$ cat src/rtl/custom_inputs_pkg.sv
// Shared constants for the custom_inputs Avalon-MM input peripheral.
// Register word offsets and the default debounce period.
package custom_inputs_pkg;

  localparam logic [1:0] REG_DATA = 2'd0;
  localparam logic [1:0] REG_EDGE = 2'd1;
  localparam logic [1:0] REG_MASK = 2'd2;
  localparam logic [1:0] REG_MODE = 2'd3;

  // 1 ms at 50 MHz
  localparam int DEBOUNCE_CYCLES_DEFAULT = 50000;

endpackage

$ cat src/rtl/custom_inputs_debounce.sv
// Single-bit input conditioner: 2-flop synchroniser followed by a debouncer.
// stable_next exposes the value stable takes on the coming edge so the parent can capture edges in step.
module input_debounce #(
  parameter int DEBOUNCE_CYCLES = 50000
) (
  input  logic clk,
  input  logic reset,
  input  logic raw_i,
  output logic stable_o,
  output logic stable_next_o
);

  localparam int CW = $clog2(DEBOUNCE_CYCLES);
  localparam logic [CW-1:0] CNT_LAST = CW'(DEBOUNCE_CYCLES - 1);

  logic          sync1_q;
  logic          sync2_q;
  logic          stable_q;
  logic          stable_d;
  logic [CW-1:0] cnt_q;
  logic [CW-1:0] cnt_d;

  // Counter only runs while the synchronised input disagrees with the accepted value.
  always_comb begin
    cnt_d    = '0;
    stable_d = stable_q;
    if (sync2_q != stable_q) begin
      if (cnt_q == CNT_LAST) begin
        stable_d = sync2_q;
      end else begin
        cnt_d = cnt_q + CW'(1);
      end
    end
  end

  always_ff @(posedge clk or posedge reset) begin
    if (reset) begin
      sync1_q  <= 1'b0;
      sync2_q  <= 1'b0;
      stable_q <= 1'b0;
      cnt_q    <= '0;
    end else begin
      sync1_q  <= raw_i;
      sync2_q  <= sync1_q;
      stable_q <= stable_d;
      cnt_q    <= cnt_d;
    end
  end

  assign stable_o      = stable_q;
  assign stable_next_o = stable_d;

endmodule

$ cat src/rtl/custom_inputs.sv
// Avalon-MM slave that debounces push-buttons and DIP switches, latches edges
// into sticky W1C bits and raises a maskable level interrupt.
module custom_inputs
  import custom_inputs_pkg::*;
#(
  parameter int DEBOUNCE_CYCLES = DEBOUNCE_CYCLES_DEFAULT,
  parameter int NUM_BUTTONS     = 2,
  parameter int NUM_SWITCHES    = 4
) (
  input  logic                    clk,
  input  logic                    reset,
  input  logic [1:0]              avs_address,
  input  logic                    avs_read,
  input  logic                    avs_write,
  input  logic [31:0]             avs_writedata,
  output logic [31:0]             avs_readdata,
  output logic                    irq,
  input  logic [NUM_BUTTONS-1:0]  buttons_n,
  input  logic [NUM_SWITCHES-1:0] switches
);

  localparam int N = NUM_BUTTONS + NUM_SWITCHES;

  logic [N-1:0]  in_vec;
  logic [N-1:0]  stable_vec;
  logic [N-1:0]  stable_next_vec;
  logic [N-1:0]  rise;
  logic [N-1:0]  fall;
  logic [N-1:0]  edges_q;
  logic [N-1:0]  edges_d;
  logic [N-1:0]  mask_q;
  logic [N-1:0]  mask_d;
  logic [N-1:0]  mode_q;
  logic [N-1:0]  mode_d;
  logic          irq_q;
  logic          irq_d;
  logic [31:0]   rdata_q;
  logic [31:0]   rdata_d;
  logic          wr_edge;
  logic          wr_mask;
  logic          wr_mode;

  // Buttons are active-low at the pin; logical 1 always means pressed/on.
  assign in_vec = {switches, ~buttons_n};

  for (genvar i = 0; i < N; i++) begin : g_deb
    input_debounce #(
      .DEBOUNCE_CYCLES(DEBOUNCE_CYCLES)
    ) u_deb (
      .clk          (clk),
      .reset        (reset),
      .raw_i        (in_vec[i]),
      .stable_o     (stable_vec[i]),
      .stable_next_o(stable_next_vec[i])
    );
  end

  assign rise = ~stable_vec & stable_next_vec;
  assign fall = stable_vec & ~stable_next_vec;

  assign wr_edge = avs_write && (avs_address == REG_EDGE);
  assign wr_mask = avs_write && (avs_address == REG_MASK);
  assign wr_mode = avs_write && (avs_address == REG_MODE);

  // Set terms are applied after the clear so a coincident edge survives the W1C.
  always_comb begin
    edges_d = edges_q;
    if (wr_edge) begin
      edges_d = edges_q & ~avs_writedata[N-1:0];
    end
    edges_d = edges_d | rise | (fall & mode_q);
  end

  always_comb begin
    mask_d = mask_q;
    mode_d = mode_q;
    if (wr_mask) mask_d = avs_writedata[N-1:0];
    if (wr_mode) mode_d = avs_writedata[N-1:0];
  end

  assign irq_d = |(edges_q & mask_q);

  // Read mux uses the current register values, so a same-cycle write is not visible.
  always_comb begin
    rdata_d = rdata_q;
    if (avs_read) begin
      unique case (avs_address)
        REG_DATA: rdata_d = 32'(stable_vec);
        REG_EDGE: rdata_d = 32'(edges_q);
        REG_MASK: rdata_d = 32'(mask_q);
        REG_MODE: rdata_d = 32'(mode_q);
        default:  rdata_d = '0;
      endcase
    end
  end

  always_ff @(posedge clk or posedge reset) begin
    if (reset) begin
      edges_q <= '0;
      mask_q  <= '0;
      mode_q  <= '0;
      irq_q   <= 1'b0;
      rdata_q <= '0;
    end else begin
      edges_q <= edges_d;
      mask_q  <= mask_d;
      mode_q  <= mode_d;
      irq_q   <= irq_d;
      rdata_q <= rdata_d;
    end
  end

  assign avs_readdata = rdata_q;
  assign irq          = irq_q;

  if (N < 32) begin : g_unused_wdata
    logic unused_wdata;
    assign unused_wdata = ^avs_writedata[31:N];
  end

endmodule

$ cat config.mk
export PLATFORM = sky130hd
export DESIGN_NAME = custom_inputs
export DESIGN_NICKNAME = d
export VERILOG_FILES = /design/src/rtl/custom_inputs_pkg.sv /design/src/rtl/custom_inputs_debounce.sv /design/src/rtl/custom_inputs.sv
export SDC_FILE = /design/constraint.sdc
export NUM_CORES = 1
export LEC_CHECK = 0
export BUFFER_PORTS_ARGS = -buffer_cell sky130_fd_sc_hd__buf_2
export CAP_MARGIN = 20
export CORE_MARGIN = 1.5
export CORE_UTILIZATION = 38
export CTS_BUF_LIST = sky130_fd_sc_hd__clkbuf_16
export DETAILED_ROUTE_END_ITERATION = 7
export PLACE_DENSITY = 0.58
export SLEW_MARGIN = 30
export SYNTH_ARGS = -nofsm -noshare
export SYNTH_HDL_FRONTEND = slang
export SYNTH_SLANG_ARGS = --single-unit
$ cat constraint.sdc
create_clock -name clk -period 4.7 [get_ports clk]
set_input_delay 0.235 -clock clk [delete_from_list [all_inputs] [get_ports clk]]
set_output_delay 0.235 -clock clk [all_outputs]
set_load 0.01 [all_outputs]
==> parameters.txt <==
Parameter                              Value

Run status
  Violations in the final reports ... hold timing
  Run status ... finished with violations

Synth
  Post-synth EDFFs ... 0
  Yosys warning total ... 0
  Number of synthesized register bits ... 139
  Avg Synthesized Cell Area ... just over 10 µm²
  Syn Std Cell Area ... 0.00666 mm²
  Register area share after synthesis ... 0.522
  Netlist cell types ... 40
  Post-Synthesis Cells ... 645
  Most common flop cell mapped by yosys ... dfrtp_1
  Asr flop ratio synth ... 1.00

STA
  Min Tclk post-route ... 2010 ps
  Hold Fails Final Rpt ... between 100 and 150
  Number of pins with negative max-slew slack in the final report ... 0
  Max-slew headroom ... 0.433
  Highest Clock Rate ... between 0.4 and 0.5 GHz
  Worst Hold Slack ... -55.0 ps
  Layout Skew ... 9.10 ps
  Final Setup Violations ... 0
  Final-layout setup total negative slack ... 0 ps
  Final Cycle Share ... 0.427
  RSZ-0062 raised after global routing ... false
  Transition at the pin with the smallest max-transition slack ... 848 ps

Critical path
  Kind of start point of the critical path ... flip-flop
  Critical path capture point type ... flip-flop
  Crit path max-delay family ... compound AO/OA/AOI/OAI gates
  Critical path peak fanout ... 16
  Data arrival, critical path ... 2270 ps
  Cells along the critical path ... nor4_1 -> nand3_1 -> o41ai_4 -> nor2_1
  Max stage delay cell, worst path ... o41ai_4
  Stage delay of the slowest cell on the critical path ... 830 ps
  Buffer and inverter count on the worst path ... 0
  Required time at the endpoint of the critical path ... ~5000 ps
  CP Class ... flip-flop to flip-flop

Clock network
  Clock tree from TritonCTS ... done
  Post-CTS Setup Inserts ... 0
  Level count of the clock H-tree ... 4
  Latest clock arrival within the worst-skew pair ... 420 ps
  Longest Clk Path Bufs ... 2
  Cell at the root of the clock tree ... clkbuf_16
  Clock buffer count from CTS ... 17
  Post-cts sizing count ... 0
  Clock edge transition at the registers on the reported setup and hold paths ... 60 ps
  TritonCTS sink count ... approximately 140

Final layout
  Most common cell after layout, fill and taps aside ... dfrtp_1
  Number of filler instances in the final layout ... roughly 1700
  Most frequent cells in the layout ... dfrtp_1 (139), nor2_1 (110), xnor2_1 (72), nand3_1 (37), nand2_1 (37)
  NumNets Final ... 734
  Ratio of cells with drive above 1 in the final layout ... 0.121
  Multi-input combinational cell area ... roughly 0.0029 mm²
  Final cell count without fillers ... 922
  Combined flip-flop and latch cell area ... 0.00348 mm²
  Layout overhead on the synthesized area ... 13.8%

Power
  PD cells ... approximately 360 mW/mm²
  Pleak ... 3.15 nW
  Largest vdd supply drop ... 0.000259 V

Drt
  Number of nets with antenna violations after detailed routing ... 0
  Routed len/inst ... approximately 13 µm
  Total length of routed wires ... 12400 µm
  Via/cell ratio ... about 4.9
  First-pass iteration count of the detailed router ... 4
  Routed vias ... ~4500
  Drt drc ... 0
  DRC violation total after the first TritonRoute iteration ... 241

Die
  Starting Density ... 0.386
  Number of top-level pins ... a little under 80
  Total die area ... approximately 0.018 mm²
  Count of standard-cell rows ... 48
  Die Width ... 135 µm
  Standard cell core area ... 0.0172 mm²
  Die height ... 135 µm

Global route
  Total Routing Usage GR ... 0.149
  Pin count of the biggest net entering global routing ... 103
  Number of antenna violations at the first check in global routing ... 1
  First-pass GRT wire length ... between 20000 and 25000 µm
  Overflow left after global routing ... 0
  Vias in the first global route ... 4606

Placement
  Estimated wirelength of the detail-placed design ... 8530 µm
  Cell Count Post-Placement ... between 800 and 900
  Routability cong. ... slightly above 0.8
  Port Buf Inserts ... 24

Job
  Max-cap violations ... 0

Worst hold path
  Class of the worst hold path ... input pin to async pin
-- metrics by stage --
step	total power, mW	worst slack, ps	hold slack [ps]	cell area (µm²)	util
after detailed placement	1.46	2570	335	6930	0.402
final	2.75	2690	-55.0	7580	0.440
after floorplan	1.42	740	266	6750	-
after CTS	2.79	2510	58.0	7570	0.439
after global placement	1.45	2590	335	6930	0.402
after global routing	2.87	2480	7.35	7580	0.440
-- kinds of logic after synthesis --
family | after synthesis | share of synthesized area
other | 1 | 0.000563
xor gates and xnor gates | 87 | 0.114
buffers and inverters | 68 | 0.0541
and+or+nand+nor | 286 | 0.211
DFF | 139 | 0.522
adders and majority gates | 6 | 0.0113
AOI/OAI and AO/OA | 35 | 0.0370
muxes | 23 | 0.0490
-- worst reg2reg max path, delay by kind of cell, from the launching register on --
kind,cells,cell delay [ps]
AO/OA/AOI/OAI,1,830
flip-flops,1,420
AND/OR/NAND/NOR,3,600
-- state kept, by name (all words and copies together), names as in the netlist --
signal,cells
mode_q,6
mask_q,6
g_deb.u_deb.sync1_q,6
avs_readdata,6
g_deb.u_deb.stable_o,6
g_deb.u_deb.sync2_q,6
irq,1
g_deb.u_deb.cnt_q,96
edges_q,6
-- cell type report --
cell class / instances / area share
tap: 225 / 0.0371
clock inverter: 14 / 0.0203
antenna: 1 / 0.000330
inverter: 32 / 0.0168
timing repair buffer: 31 / 0.0248
clock buffer: 17 / 0.0561
sequential: 139 / 0.459
multi-input combinational: 463 / 0.386
-- report_power, final --
part           total, mW  internal, mW  switching [mW]
Combinational      0.151        0.0610          0.0897
Sequential          1.28          1.24          0.0398
Clock               1.31         0.822           0.493
Total               2.75          2.13           0.622
-- metal layers --
| layer | global-route usage | vias up | routed length (µm) |
|---|---|---|---|
| li1 | - | 2243 | - |
| met1 | 0.192 | 2199 | 5900 |
| met2 | 0.237 | 69 | 5790 |
| met3 | 0.0419 | 16 | 459 |
| met4 | 0.0609 | 0 | 212 |
| met5 | 0 | - | 0 |
-- final timing paths --
check                                                   start                                  to  slack, ps  cells past startpoint
max                        g_deb[0].u_deb.cnt_q[12]$_DFF_PP0_  g_deb[0].u_deb.cnt_q[14]$_DFF_PP0_       2690                      4
min                                                     reset         avs_readdata[5]$_DFFE_PP0P_        -60                      2
max reg2reg                g_deb[0].u_deb.cnt_q[12]$_DFF_PP0_  g_deb[0].u_deb.cnt_q[14]$_DFF_PP0_       2690                      4
min reg2reg                  g_deb[2].u_deb.sync1_q$_DFF_PP0_    g_deb[2].u_deb.sync2_q$_DFF_PP0_        350                      0
max in group asynchronous                               reset   g_deb[3].u_deb.cnt_q[6]$_DFF_PP0_       3810                      3
min in group clk                             avs_writedata[0]               mode_q[0]$_DFFE_PP0P_         90                      2
-- synthesized netlist by cell type (4+ instances only) --
library cell  number  area, µm²
dfrtp_1          139       3480
nor2_1           110        413
xnor2_1           72        631
nand2_1           37        139
nand3_1           37        185
inv_1             32        120
buf_4             27        203
nor4_1            27        169
nand4_1           23        144
nor3_1            21        105
o21ai_0           18       90.1
xor2_1            15        131
mux2_2            13        146
and3_1             7       43.8
a21oi_1            6       30.0
ha_1               6       75.1
mux4_2             6        135
clkbuf_1           5       18.8
mux2_1             4       45.0
or3_1              4       25.0
-- what timing repair did --
action | in CTS | in global routing
endpoints found under the hold margin | 6 | 0
setup endpoints to repair | 0 | 0
hold buffers | 6 | 0
Power figures use the tool's default switching activity.
